`config.mk`:
```
export PLATFORM = sky130hd
export DESIGN_NAME = down_timer_flat
export DESIGN_NICKNAME = d
export VERILOG_FILES = /design/src/rtl/down_timer_pkg.sv /design/src/rtl/down_timer_if.sv /design/src/rtl/down_timer_channel.sv /design/src/rtl/down_timer.sv /design/src/flat_wrapper.sv
export SDC_FILE = /design/constraint.sdc
export NUM_CORES = 1
export LEC_CHECK = 0
export BUFFER_PORTS_ARGS = -buffer_cell sky130_fd_sc_hd__buf_2
export CORE_MARGIN = 3
export CORE_UTILIZATION = 50
export CTS_BUF_LIST = sky130_fd_sc_hd__clkbuf_8
export DETAILED_ROUTE_END_ITERATION = 8
export PLACE_DENSITY = 0.82
export SYNTH_ARGS = -nofsm -noshare
export SYNTH_HDL_FRONTEND = slang
export SYNTH_SLANG_ARGS = --single-unit
```
`constraint.sdc`:
```
create_clock -name Clk -period 4.81 [get_ports Clk]
set_input_delay 0.481 -clock Clk [delete_from_list [all_inputs] [get_ports Clk]]
set_output_delay 0.481 -clock Clk [all_outputs]
set_load 0.01 [all_outputs]
```
`src/rtl/down_timer_pkg.sv`:
```
// down_timer_pkg: shared types and defaults for the dual-channel down timer.
// Latency: n/a (declarations only).
// Backpressure: n/a.
package down_timer_pkg;

    // Per-channel FSM: IDLE holds, COUNT decrements on each tick
    typedef enum logic {
        IDLE  = 1'b0,
        COUNT = 1'b1
    } state_t;

    localparam int DEFAULT_WIDTH    = 64;
    localparam int DEFAULT_PRESCALE = 4;

    // Channel indices into the 2-bit Expire/Busy/Sticky vectors
    localparam int CH_FAST = 0;
    localparam int CH_SLOW = 1;

endpackage

```
`src/rtl/down_timer_if.sv`:
```
// down_timer_if: control and status bundle between software-side driver and the down timer.
// Latency: n/a (wires only).
// Backpressure: none; every command is accepted in the cycle it is presented.
// Optional Sticky vector present when DOWN_TIMER_STICKY_EN is defined.
interface down_timer_if #(
    parameter int WIDTH = down_timer_pkg::DEFAULT_WIDTH
);
    logic             En;
    logic             Slt;
    logic             Load;
    logic [WIDTH-1:0] LoadData;
    logic             AutoReload;
    logic [WIDTH-1:0] Output0;
    logic [WIDTH-1:0] Output1;
    logic [1:0]       Expire;
    logic [1:0]       Busy;
`ifdef DOWN_TIMER_STICKY_EN
    logic [1:0]       Sticky;
`endif

    // Driver side: issues commands, observes counts and flags
    modport master (
        output En, Slt, Load, LoadData, AutoReload,
        input  Output0, Output1, Expire, Busy
`ifdef DOWN_TIMER_STICKY_EN
        , input Sticky
`endif
    );

    // Timer side: consumes commands, produces counts and flags
    modport slave (
        input  En, Slt, Load, LoadData, AutoReload,
        output Output0, Output1, Expire, Busy
`ifdef DOWN_TIMER_STICKY_EN
        , output Sticky
`endif
    );

endinterface

```
`src/rtl/down_timer_channel.sv`:
```
// down_timer_channel: one down-counting channel with reload value, one-shot/periodic mode and expiry pulse.
// Latency: load visible after the loading edge; terminal tick updates count and Expire on the same edge.
// Backpressure: none; the parent gates tick/load and the channel never stalls.
module down_timer_channel
    import down_timer_pkg::*;
#(
    parameter int WIDTH = DEFAULT_WIDTH
) (
    input  logic             Clk,
    input  logic             Reset,
    input  logic             tick,
    input  logic             load,
    input  logic [WIDTH-1:0] load_data,
    input  logic             auto_reload,
    output logic [WIDTH-1:0] count,
    output logic             expire,
    output logic             busy
);

    state_t           state;
    state_t           state_nxt;
    logic [WIDTH-1:0] reload_val;
    logic [WIDTH-1:0] count_nxt;
    logic             mode;
    logic             expire_nxt;
    logic             terminal;

    // Terminal step is taken at 1 so the count never underflows past 0
    assign terminal = !load && tick && (state == COUNT) && (count == WIDTH'(1));

    // State register
    always_ff @(posedge Clk) begin
        if (Reset) state <= IDLE;
        else       state <= state_nxt;
    end

    // Next state: load wins, a nonzero load arms the channel, one-shot expiry disarms it
    always_comb begin
        state_nxt = state;
        if (load)                  state_nxt = (load_data != '0) ? COUNT : IDLE;
        else if (terminal && !mode) state_nxt = IDLE;
    end

    // Outputs and datapath next values: load, terminal reload/clear, or plain decrement
    always_comb begin
        busy       = (state == COUNT);
        count_nxt  = count;
        expire_nxt = 1'b0;
        if (load) begin
            count_nxt = load_data;
        end else if (terminal) begin
            expire_nxt = 1'b1;
            count_nxt  = mode ? reload_val : '0;
        end else if (tick && (state == COUNT) && (count != '0)) begin
            count_nxt = count - WIDTH'(1);
        end
    end

    // Count, reload value, mode and registered expiry pulse
    always_ff @(posedge Clk) begin
        if (Reset) begin
            count      <= '0;
            reload_val <= '0;
            mode       <= 1'b0;
            expire     <= 1'b0;
        end else begin
            count  <= count_nxt;
            expire <= expire_nxt;
            if (load) begin
                reload_val <= load_data;
                mode       <= auto_reload;
            end
        end
    end

endmodule

```
`src/rtl/down_timer.sv`:
```
// down_timer: dual-channel down timer, channel 0 ticks every enabled cycle, channel 1 every PRESCALE enabled cycles.
// Latency: Load visible after its edge, first decrement possible one edge later; Expire is registered.
// Backpressure: none; Load outranks En for the selected channel. Macro DOWN_TIMER_STICKY_EN adds Sticky.
module down_timer
    import down_timer_pkg::*;
#(
    parameter int WIDTH    = DEFAULT_WIDTH,
    parameter int PRESCALE = DEFAULT_PRESCALE   // power of 2, at least 2
) (
    input logic        Clk,
    input logic        Reset,
    down_timer_if.slave bus
);

    localparam int PW = $clog2(PRESCALE);
    localparam logic [PW-1:0] PRE_LAST = PW'(PRESCALE - 1);

    logic [1:0]       load_ch;
    logic [1:0]       tick_ch;
    logic [1:0]       expire;
    logic [1:0]       busy;
    logic [WIDTH-1:0] count0;
    logic [WIDTH-1:0] count1;
    logic [PW-1:0]    prescaler;
    logic             slow_adv;

    // Select decode: Load goes to the selected channel and suppresses any tick that cycle
    always_comb begin
        load_ch           = '0;
        load_ch[CH_FAST]  = bus.Load && !bus.Slt;
        load_ch[CH_SLOW]  = bus.Load &&  bus.Slt;
        slow_adv          = bus.En && bus.Slt && !bus.Load && busy[CH_SLOW];
        tick_ch           = '0;
        tick_ch[CH_FAST]  = bus.En && !bus.Slt && !bus.Load;
        tick_ch[CH_SLOW]  = slow_adv && (prescaler == PRE_LAST);
    end

    // Prescaler for channel 1: cleared by its load, advances only while it counts
    always_ff @(posedge Clk) begin
        if (Reset)                 prescaler <= '0;
        else if (load_ch[CH_SLOW]) prescaler <= '0;
        else if (slow_adv)         prescaler <= (prescaler == PRE_LAST) ? '0 : prescaler + PW'(1);
    end

    down_timer_channel #(.WIDTH(WIDTH)) u_fast (
        .Clk         (Clk),
        .Reset       (Reset),
        .tick        (tick_ch[CH_FAST]),
        .load        (load_ch[CH_FAST]),
        .load_data   (bus.LoadData),
        .auto_reload (bus.AutoReload),
        .count       (count0),
        .expire      (expire[CH_FAST]),
        .busy        (busy[CH_FAST])
    );

    down_timer_channel #(.WIDTH(WIDTH)) u_slow (
        .Clk         (Clk),
        .Reset       (Reset),
        .tick        (tick_ch[CH_SLOW]),
        .load        (load_ch[CH_SLOW]),
        .load_data   (bus.LoadData),
        .auto_reload (bus.AutoReload),
        .count       (count1),
        .expire      (expire[CH_SLOW]),
        .busy        (busy[CH_SLOW])
    );

    assign bus.Output0 = count0;
    assign bus.Output1 = count1;
    assign bus.Expire  = expire;
    assign bus.Busy    = busy;

`ifdef DOWN_TIMER_STICKY_EN
    logic [1:0] sticky;

    // Sticky expiry flags: set from the Expire pulse, cleared by a load to that channel, set wins
    always_ff @(posedge Clk) begin
        if (Reset) sticky <= '0;
        else       sticky <= (sticky & ~load_ch) | expire;
    end

    assign bus.Sticky = sticky;
`else
    // No sticky flags in this build; expiry is only visible as the one-cycle pulse.
`endif

endmodule

```
`src/flat_wrapper.sv`:
```
// flat-port wrapper written by rule: the top's interface ports become plain ports
module down_timer_flat import down_timer_pkg::*;
#(
    parameter int WIDTH    = DEFAULT_WIDTH,
    parameter int PRESCALE = DEFAULT_PRESCALE                            
)
  (Clk, Reset, bus_En, bus_Slt, bus_Load, bus_LoadData, bus_AutoReload, bus_Output0, bus_Output1, bus_Expire, bus_Busy);
  down_timer_if #(.WIDTH(WIDTH)) bus_i ();
  input logic Clk;
  input logic Reset;
  input wire logic [$bits(bus_i.En)-1:0] bus_En;
  input wire logic [$bits(bus_i.Slt)-1:0] bus_Slt;
  input wire logic [$bits(bus_i.Load)-1:0] bus_Load;
  input wire logic [$bits(bus_i.LoadData)-1:0] bus_LoadData;
  input wire logic [$bits(bus_i.AutoReload)-1:0] bus_AutoReload;
  output wire logic [$bits(bus_i.Output0)-1:0] bus_Output0;
  output wire logic [$bits(bus_i.Output1)-1:0] bus_Output1;
  output wire logic [$bits(bus_i.Expire)-1:0] bus_Expire;
  output wire logic [$bits(bus_i.Busy)-1:0] bus_Busy;
  assign bus_i.En = bus_En;
  assign bus_i.Slt = bus_Slt;
  assign bus_i.Load = bus_Load;
  assign bus_i.LoadData = bus_LoadData;
  assign bus_i.AutoReload = bus_AutoReload;
  assign bus_Output0 = bus_i.Output0;
  assign bus_Output1 = bus_i.Output1;
  assign bus_Expire = bus_i.Expire;
  assign bus_Busy = bus_i.Busy;
  down_timer #(.WIDTH(WIDTH), .PRESCALE(PRESCALE)) u_core (.Clk(Clk), .Reset(Reset), .bus(bus_i));
endmodule
```
==> out/metrics.yaml, run 1 <==
grt_pass1_wl_um: 75690
vias_per_cell: 6.571
synth_edf_count: 0
synth_top_area_share_pct: 38.35
fin_tns_setup_ns: 0
clkSlewWorstSetupHoldPaths_ns: 0.06
leakagePower_nw: 6.410
hp-class: "input pin to flip-flop"
antenna-diode-count: 0
mostFrequentLayoutCells: "nand2_1 (379), dfxtp_1 (264), a21oi_1 (207), buf_2 (200), nor2_1 (147)"
rr_worst_depth: 7
vias: 15397
postLayoutCellArea_mm2: 0.01592
clk_path_buf_depth: 3
cts_sinks: 264
path_max_fanout: 13
placed_cell_area_mm2: 0.01493
portBuffers: 201
crit_type: "flip-flop to flip-flop"
worstSetupEndpointType: "flip-flop"
grt_pass1_vias: 13871
ctsResizeCount: 0
start_kind: "flip-flop"
syn_to_final_growth_pct: 15.50
yosysUniqueCellTypes: 82
fp-row-count: 60
power_density_mw_per_mm2: 366.9
crit_slowest_cell: "nor2_1"
clock_tree.root_cell: "clkbuf_8"
worst_pin_slew_ns: 1.382
grt_max_degree: 115
wire_per_inst_um: 21.21
initial_core_util_pct: 50.99
insertion_delay_ns: 0.57
synth-seq-area-share_pct: 38.35
layout-drive-gt1-share_pct: 17.93
overflow: 0
drt-total-wl_um: 49700
gp_congestion: 0.9532
status: "completed"
total_power_mw: 5.839
ios: 202
final_common_cell: "nand2_1"
postCtsSetupRepairBufs: 0
rsz0062_at_grt: "no"
drc: 0
worstPathRequired_ns: 5.27
dominantRegCellSynth: "dfxtp_1"
cts_tree: "built"
antenna_found_initial: 0
ir_worst_vdd_mv: 0.1889
setup_violations: 0
max_freq_ghz: 0.2440
cts.htree.levels: 2
nets: 2042
async_flop_share_pct: 0
max_slew_margin_pct: 7.544
netlist_area_mm2: 0.01378
min_path_cells: 3
avgSynthCellArea_um2: 7.547
die_h_um: 172.0
place.detailed.hpwl_um: 34360
first_iter_violations: 2213
fin_crit_sh_pct: 85.20
skew_ns: 0.02769
first_pass_iters: 8
finalHoldViolCount: 0
yosysTopAreaCell: "dfxtp_1"
yosys_warnings: 0
core_area_mm2: 0.02703
synthTopCellsByArea: "dfxtp_1 (38%), nand2_1 (10%), a21oi_1 (7.6%)"
synth-seq-cells: 264
critPathMaxStageDelay_ns: 1.10
cts_buffers: 45
die-width_um: 172.0
drtAntennaViolNets: 0
synth_cells: 1826
syn_nets: 1901
drv_cap: 0
period_minus_slack_ns: 4.098
maxSlewViolCount: 0
cts_hold_buf: 0
cp_cell_sequence: "or4_4 > or4b_4 > nor4_4 > a21oi_2 > nor2_1 > a31oi_1 > o221a_2"
arrival_ns: 4.56
grt_usage_pct: 31.96
dieArea_mm2: 0.02959
per-layer routing:
layer | wire, um | global-route usage [%] | up-vias | part of all wire [%]
met5 | 0 | 0 | - | 0
met4 | 2890 | 17.18 | 0 | 5.8
met3 | 5137 | 5.898 | 176 | 10
met2 | 22390 | 50.91 | 964 | 45
met1 | 19290 | 41.26 | 7270 | 39
li1 | - | - | 6987 | -
report_power, final:
| part | internal (mW) | switching, mW | total [mW] |
|---|---|---|---|
| logic | 0.419 | 0.813 | 1.23 |
| clock network | 1.24 | 0.965 | 2.20 |
| registers | 2.29 | 0.114 | 2.41 |
| total | 3.95 | 1.89 | 5.84 |
worst paths after layout:
| path | start | endpoint | slack, ns |
|---|---|---|---|
| setup / recovery | u_core.u_fast.count[11] | u_core.u_fast.count[42] | 0.71 |
| hold / removal | bus_LoadData[12] | u_core.u_fast.reload_val[12] | 0.19 |
| setup reg to reg | u_core.u_fast.count[11] | u_core.u_fast.count[42] | 0.71 |
| hold reg to reg | u_core.u_slow.reload_val[35] | u_core.u_slow.reload_val[35] | 0.45 |
layout make-up:
| cell class | instances | area, um^2 |
|---|---|---|
| Inverter | 20 | 75.07 |
| Timing Repair Buffer | 228 | 1227 |
| Fill cell | 2473 | 11110 |
| Multi-Input combinational cell | 1408 | 7919 |
| Sequential cell | 264 | 5285 |
| Clock inverter | 21 | 143.9 |
| Tap cell | 341 | 426.7 |
| Clock buffer | 61 | 839.6 |
cells in the mapped netlist, types with 14 or more instances:
library cell,count
o21ai_0,38
a211oi_1,19
buf_1,14
a311oi_1,28
nand2_1,380
a21oi_1,208
nand4_1,33
o211ai_1,23
a21boi_0,30
a31oi_1,36
nor2_1,148
nand3_1,71
and3_1,20
nor4_1,47
dfxtp_1,264
or3_1,15
buf_2,20
inv_1,20
clkbuf_1,93
nor3_1,54
logic make-up after synthesis:
| family | Yosys count | share of synthesized area (%) |
|---|---|---|
| compound gates | 526 | 25.40 |
| xor+xnor | 6 | 0.3813 |
| fa+ha+maj | 5 | 0.4540 |
| buf+inv | 154 | 4.649 |
| flops | 264 | 38.35 |
| mux | 13 | 0.9715 |
| simple gates | 858 | 29.79 |
stage by stage:
stage	util [%]	hold slack [ns]	setup WS, ns	std cells
2_1_floorplan	-	0.4317	1.774	1826
3_3_place_gp	55.25	0.4376	1.044	2261
3_5_place_dp	55.25	0.4452	1.002	2261
4_1_cts	58.89	0.1700	0.8917	2343
5_1_grt	58.89	0.1932	0.6314	2343
6_report	58.89	0.1887	0.7121	2343
flip-flops by register name, indices dropped and copies added (netlist names):
name,flops
u_core.u_fast.busy,1
u_core.u_fast.expire,1
u_core.u_slow.reload_val,64
u_core.prescaler,2
u_core.u_fast.mode,1
u_core.u_slow.count,64
u_core.u_slow.mode,1
u_core.u_fast.reload_val,64
u_core.u_slow.expire,1
u_core.u_slow.busy,1
u_core.u_fast.count,64
critical path: cells and delay by family, from the launching register on:
| family | cells | cell delay [ns] |
|---|---|---|
| AO/OA/AOI/OAI | 3 | 0.73 |
| flip-flops | 1 | 0.38 |
| AND/OR/NAND/NOR | 4 | 2.88 |
No activity file was read; power rests on OpenSTA's default activity.
==> inputs of run 2 (changes only) <==
--- a/config.mk
+++ b/config.mk
@@ -5,12 +5,13 @@
 export SDC_FILE = /design/constraint.sdc
 export NUM_CORES = 1
 export LEC_CHECK = 0
+export ABC_AREA = 1
 export BUFFER_PORTS_ARGS = -buffer_cell sky130_fd_sc_hd__buf_2
 export CORE_MARGIN = 3
 export CORE_UTILIZATION = 50
 export CTS_BUF_LIST = sky130_fd_sc_hd__clkbuf_8
 export DETAILED_ROUTE_END_ITERATION = 8
-export PLACE_DENSITY = 0.82
+export PLACE_DENSITY = 0.81
 export SYNTH_ARGS = -nofsm -noshare
 export SYNTH_HDL_FRONTEND = slang
 export SYNTH_SLANG_ARGS = --single-unit
==> out/metrics.yaml, run 2 <==
wire_per_inst_um: 17.71
status: "completed"
drt-total-wl_um: 60900
overflow: 0
power_density_mw_per_mm2: 327.5
place.detailed.hpwl_um: 45160
core_area_mm2: 0.03204
leakagePower_nw: 9.328
p_int_mw: 3.976
ir_worst_vdd_mv: 0.2289
clock_power_share_pct: 35.8
async_flop_share_pct: 0
period_minus_slack_ns: 3.016
drc: 0
max_slew_margin_pct: 29.23
vias: 18898
syn_nets: 2902
grt_max_degree: 101
worstSetupEndpointType: "flip-flop"
met1_length_um: 25080
synth-seq-area-share_pct: 32.10
p_comb_share_pct: 23.2
fp-row-count: 65
drv_cap: 0
postLayoutCellArea_mm2: 0.01853
synthTopCellsByArea: "dfxtp_1 (32%), nand2_1 (22%), nor2_1 (13%)"
gp_congestion: 1.038
grt_pass1_wl_um: 96100
p_sw_mw: 2.094
path_max_fanout: 68
cts_buffers: 46
syn_to_final_growth_pct: 12.55
initial_core_util_pct: 51.39
drtAntennaViolNets: 0
nets: 3045
final_common_cell: "nand2_1"
yosys_warnings: 0
clk_path_buf_depth: 3
crit_slowest_cell: "nand2_4"
yosysUniqueCellTypes: 37
avgSynthCellArea_um2: 5.824
first_pass_iters: 6
portBuffers: 201
wl_met2_um: 26760
yosysMostFrequentCell: "nand2_1"
start_kind: "flip-flop"
cp_cell_sequence: "nor2_1 > nand2_1 > nor2_2 > nand2_2 > nor2_4 > nand2_4 > nand2_4 > inv_2 > nand2_4 > nand3_1 > nor2_1 > nor2_1"
grt_pass1_vias: 17770
ctsResizeCount: 0
antenna_found_initial: 0
finalHoldViolCount: 0
fin_crit_sh_pct: 62.71
postCtsSetupRepairBufs: 0
critPathMaxStageDelay_ns: 0.58
setup_violations: 0
layout-drive-gt1-share_pct: 11.28
maxSlewViolCount: 0
vias_per_cell: 5.495
synth_top_area_share_pct: 32.10
yosysTopAreaCell: "dfxtp_1"
placed_cell_area_mm2: 0.01756
hp-class: "input pin to flip-flop"
clock_tree.root_cell: "clkbuf_8"
synth-seq-cells: 264
synth_common_cells: "nand2_1 (960), nor2_1 (552), dfxtp_1 (264), inv_1 (259), nand3_1 (160)"
pwr-share-seq_pct: 40.9
rsz0062_at_grt: "no"
skew_ns: 0.04691
cts_hold_buf: 0
grt_usage_pct: 33.48
cts_sinks: 264
fin_tns_setup_ns: 0
cts_tree: "built"
top_layer: "met4"
mostFrequentLayoutCells: "nand2_1 (960), nor2_1 (550), inv_1 (272), dfxtp_1 (264), buf_2 (200)"
crit_type: "flip-flop to flip-flop"
first_iter_violations: 2145
arrival_ns: 3.46
antenna-diode-count: 0
swShare_pct: 34.50
dieArea_mm2: 0.03515
worstPathRequired_ns: 5.25
netlist_area_mm2: 0.01647
die_h_um: 187.5
worst_pin_slew_ns: 1.062
clkSlewWorstSetupHoldPaths_ns: 0.06
synth_cells: 2827
cts.htree.levels: 2
insertion_delay_ns: 0.59
die-width_um: 187.5
ios: 202
max_freq_ghz: 0.3315
dominantRegCellSynth: "dfxtp_1"
synth_edf_count: 0
dr_wl_met3_um: 6237
## run 2: changes by cell type after synthesis, moves of 35 or more
cell,previous run,this run
xor2_1,5,40
nor3_1,54,8
nor2_1,148,552
nand2_1,380,960
inv_1,20,259
o21ai_0,38,137
a31oi_1,36,1
o22ai_1,5,60
nand3_1,71,160
a21oi_1,208,88
## run 2: metrics by stage
stage / total power, mW / utilization (%) / hold slack, ns / instances / setup slack, ns
after floorplan: 3.438 / - / 0.4411 / 2827 / 2.854
after global placement: 3.883 / 54.81 / 0.4481 / 3357 / 1.828
after detailed placement: 3.900 / 54.81 / 0.4543 / 3357 / 1.779
after CTS: 6.057 / 57.84 / 0.1603 / 3439 / 1.891
after global routing: 6.373 / 57.84 / 0.1833 / 3439 / 1.610
final: 6.070 / 57.84 / 0.1776 / 3439 / 1.794
## run 2: critical path, delay by kind of cell, from the launching register on
family,cells,cell delay [ns]
buffers and inverters,1,0.07
AND/OR/NAND/NOR,11,2.42
flip-flops,1,0.38
## run 2: cell type report
type | count | area [um^2]
clock buffer | 60 | 825.8
clock inverter | 22 | 145.1
fill | 3293 | 13510
inverter | 271 | 1020
multi-input combinational | 2170 | 9572
sequential | 264 | 5285
tap | 435 | 544.3
timing repair buffer | 217 | 1141
## run 2: kinds of logic after synthesis
logic type      after synthesis  share of synthesized area [%]
buf+inv                     393                          9.833
flops                       264                          32.10
fa+ha+maj                     5                         0.3799
xor+xnor                     49                          2.606
simple gates               1802                          44.90
compound gates              314                          10.18
## run 2: power groups by stage
| stage | sequential (mW) | clock, mW | combinational, mW |
|---|---|---|---|
| final | 2.48 | 2.18 | 1.41 |
| after global routing | 2.49 | 2.30 | 1.58 |
| after floorplan | 2.50 | 0 | 0.943 |
| after global placement | 2.52 | 0 | 1.36 |
| after detailed placement | 2.52 | 0 | 1.38 |
| after CTS | 2.48 | 2.19 | 1.39 |
## run 2: metal layers
layer,GRT usage [%],vias up
met3,5.828,166
met1,44.90,8517
met2,53.34,1038
met5,0,-
met4,14.05,0
li1,-,9177
## run 2: final timing paths
check | slack, ns | from | cells after the start | end
worst min register to register | 0.46 | u_core.u_fast.reload_val[25] | 2 | u_core.u_fast.reload_val[25]
worst max register to register | 1.79 | u_core.u_fast.count[26] | 12 | u_core.u_fast.count[62]
worst max-delay path | 1.79 | u_core.u_fast.count[26] | 12 | u_core.u_fast.count[62]
worst min-delay path | 0.18 | bus_AutoReload | 3 | u_core.u_slow.mode
==> inputs of run 3 (changes only) <==
--- a/config.mk
+++ b/config.mk
@@ -5,13 +5,13 @@
 export SDC_FILE = /design/constraint.sdc
 export NUM_CORES = 1
 export LEC_CHECK = 0
-export ABC_AREA = 1
+export ABC_AREA = 0
 export BUFFER_PORTS_ARGS = -buffer_cell sky130_fd_sc_hd__buf_2
 export CORE_MARGIN = 3
 export CORE_UTILIZATION = 50
 export CTS_BUF_LIST = sky130_fd_sc_hd__clkbuf_8
 export DETAILED_ROUTE_END_ITERATION = 8
-export PLACE_DENSITY = 0.81
+export PLACE_DENSITY = 0.82
 export SYNTH_ARGS = -nofsm -noshare
 export SYNTH_HDL_FRONTEND = slang
 export SYNTH_SLANG_ARGS = --single-unit
==> constraint.sdc (replaced) <==
create_clock -name Clk -period 2.9 [get_ports Clk]
set_input_delay 0.29 -clock Clk [delete_from_list [all_inputs] [get_ports Clk]]
set_output_delay 0.29 -clock Clk [all_outputs]
set_load 0.01 [all_outputs]
==> out/metrics.yaml, run 3 (synthesis results as in run 1) <==
status: "complete, but fails checks"
violations: "negative setup slack"
p_comb_share_pct: 25.3
leakagePower_nw: 7.316
swShare_pct: 32.49
max_freq_ghz: 0.3360
grt_max_degree: 94
first_pass_iters: 8
max_slew_margin_pct: 37.55
drtAntennaViolNets: 0
insertion_delay_ns: 0.58
pwr-share-seq_pct: 39.0
r2r_start: "u_core.u_fast.count[14]"
ios: 202
ir_worst_vdd_mv: 0.3653
grt_pass1_vias: 15060
cts_tree: "built"
worstSetupEndpointType: "flip-flop"
wire_per_inst_um: 21.57
layout-drive-gt1-share_pct: 25.20
rsz0062_at_grt: "yes"
gp_congestion: 0.9642
cts_buffers: 46
drv_cap: 0
skew_ns: 0.01775
clock_tree.root_cell: "clkbuf_8"
dieArea_mm2: 0.02959
vias_per_cell: 6.534
cts.htree.levels: 2
clk_path_buf_depth: 3
first_iter_violations: 2175
mostFrequentLayoutCells: "nand2_1 (377), dfxtp_1 (260), a21oi_1 (206), buf_2 (202), buf_4 (156)"
overflow: 0
filler_cell_count: 2273
initial_core_util_pct: 50.99
nets: 2201
portBuffers: 201
fp-row-count: 60
grt_pass1_wl_um: 80450
worstPathRequired_ns: 3.35
setup_violations: 7
clock_power_share_pct: 35.8
setup.worst_path.start: "u_core.u_fast.count[14]"
setup_ws_ns: -0.07629
final_common_cell: "nand2_1"
crit_type: "flip-flop to flip-flop"
period_minus_slack_ns: 2.976
seq_area_mm2: 0.005290
utilization_pct: 64.70
drt-total-wl_um: 53950
whs_ns: 0.01572
cts_sinks: 264
total_power_mw: 10.13
vias: 16341
finalHoldViolCount: 0
worst_pin_slew_ns: 0.9368
fin_crit_sh_pct: 102.6
p_sw_mw: 3.292
clkSlewWorstSetupHoldPaths_ns: 0.07
hp-class: "input pin to flip-flop"
place.detailed.hpwl_um: 37840
hp-start: "bus_LoadData[9]"
core_area_mm2: 0.02703
arrival_ns: 3.42
multi_input_area_mm2: 0.008117
drc: 0
maxSlewViolCount: 0
antenna_found_initial: 7
die_h_um: 172.0
power_density_mw_per_mm2: 579.5
grt_usage_pct: 33.99
die-width_um: 172.0
start_kind: "flip-flop"
syn_to_final_growth_pct: 26.88
p_int_mw: 6.840
path_max_fanout: 6
[run 3: cell count changes in the layout (fill, tap and decap cells not counted), moves of 55 or more]
cell,delta
buf_4,+140
inv_1,-236
nand3_1,-89
nor2_1,-407
nand2_1,-583
o22ai_1,-55
o21ai_0,-100
a21oi_1,+118
[run 3: through the flow]
step	std cells	area, um^2	setup slack [ns]	TNS [ns]
floorplan	1826	13790	-0.02606	-0.06125
global placement	2397	16080	-0.02140	-0.02140
detailed placement	2397	16080	-0.04260	-0.1107
CTS	2483	17120	-0.002177	-0.002177
global route	2501	17490	-0.09964	-0.8803
finish	2501	17490	-0.07629	-0.2420
[run 3: final cells by class]
| type | count | area share, % |
|---|---|---|
| multi-input combinational | 1408 | 46.42 |
| antenna | 1 | 0.01431 |
| sequential | 264 | 30.25 |
| clock buffer | 61 | 4.801 |
| inverter | 20 | 0.4293 |
| tap | 341 | 2.440 |
| clock inverter | 20 | 0.7442 |
| timing repair buffer | 386 | 14.90 |
[run 3: repair_timing]
item | 4_1_cts | 5_1_grt
endpoints found under the hold margin | 2 | 0
pin swaps | 4 | 19
setup endpoints to repair | 9 | 74
gates cloned | 0 | 4
buffers inserted | 3 | 13
hold buffers | 2 | 0
resized for setup | 7 | 47
[run 3: layer usage]
metal | share of wire, % | track usage [%] | vias up
met2 | 45 | 54.90 | 1095
met4 | 5.7 | 18.88 | 12
met5 | 0.13 | 0 | -
met3 | 10 | 5.487 | 226
li1 | - | - | 7298
met1 | 38 | 43.49 | 7710
[run 3: power by group through the flow]
stage          clock (mW)  combinational [mW]  sequential, mW
6_report             3.62                2.56            3.95
5_1_grt              3.82                2.74            3.96
4_1_cts              3.62                2.36            3.94
3_5_place_dp            0                2.32            4.02
3_3_place_gp            0                2.28            4.01
2_1_floorplan           0                1.38            4.05
[run 3: final timing paths]
check | end | slack [ns] | cells after the start
max | u_core.u_fast.count[63] | -0.08 | 8
min | u_core.u_fast.reload_val[9] | 0.02 | 3
max reg2reg | u_core.u_fast.count[63] | -0.08 | 8
min reg2reg | u_core.u_fast.reload_val[6] | 0.45 | 2
[run 3: worst max-delay path, stage by stage, from the launching register on]
cell,delay [ns]
dfxtp_2,0.32
or4_4,0.53
or4b_4,0.54
or4b_4,0.63
buf_4,0.19
nor4b_4,0.27
nand3_1,0.11
o211ai_1,0.13
a311oi_1,0.12
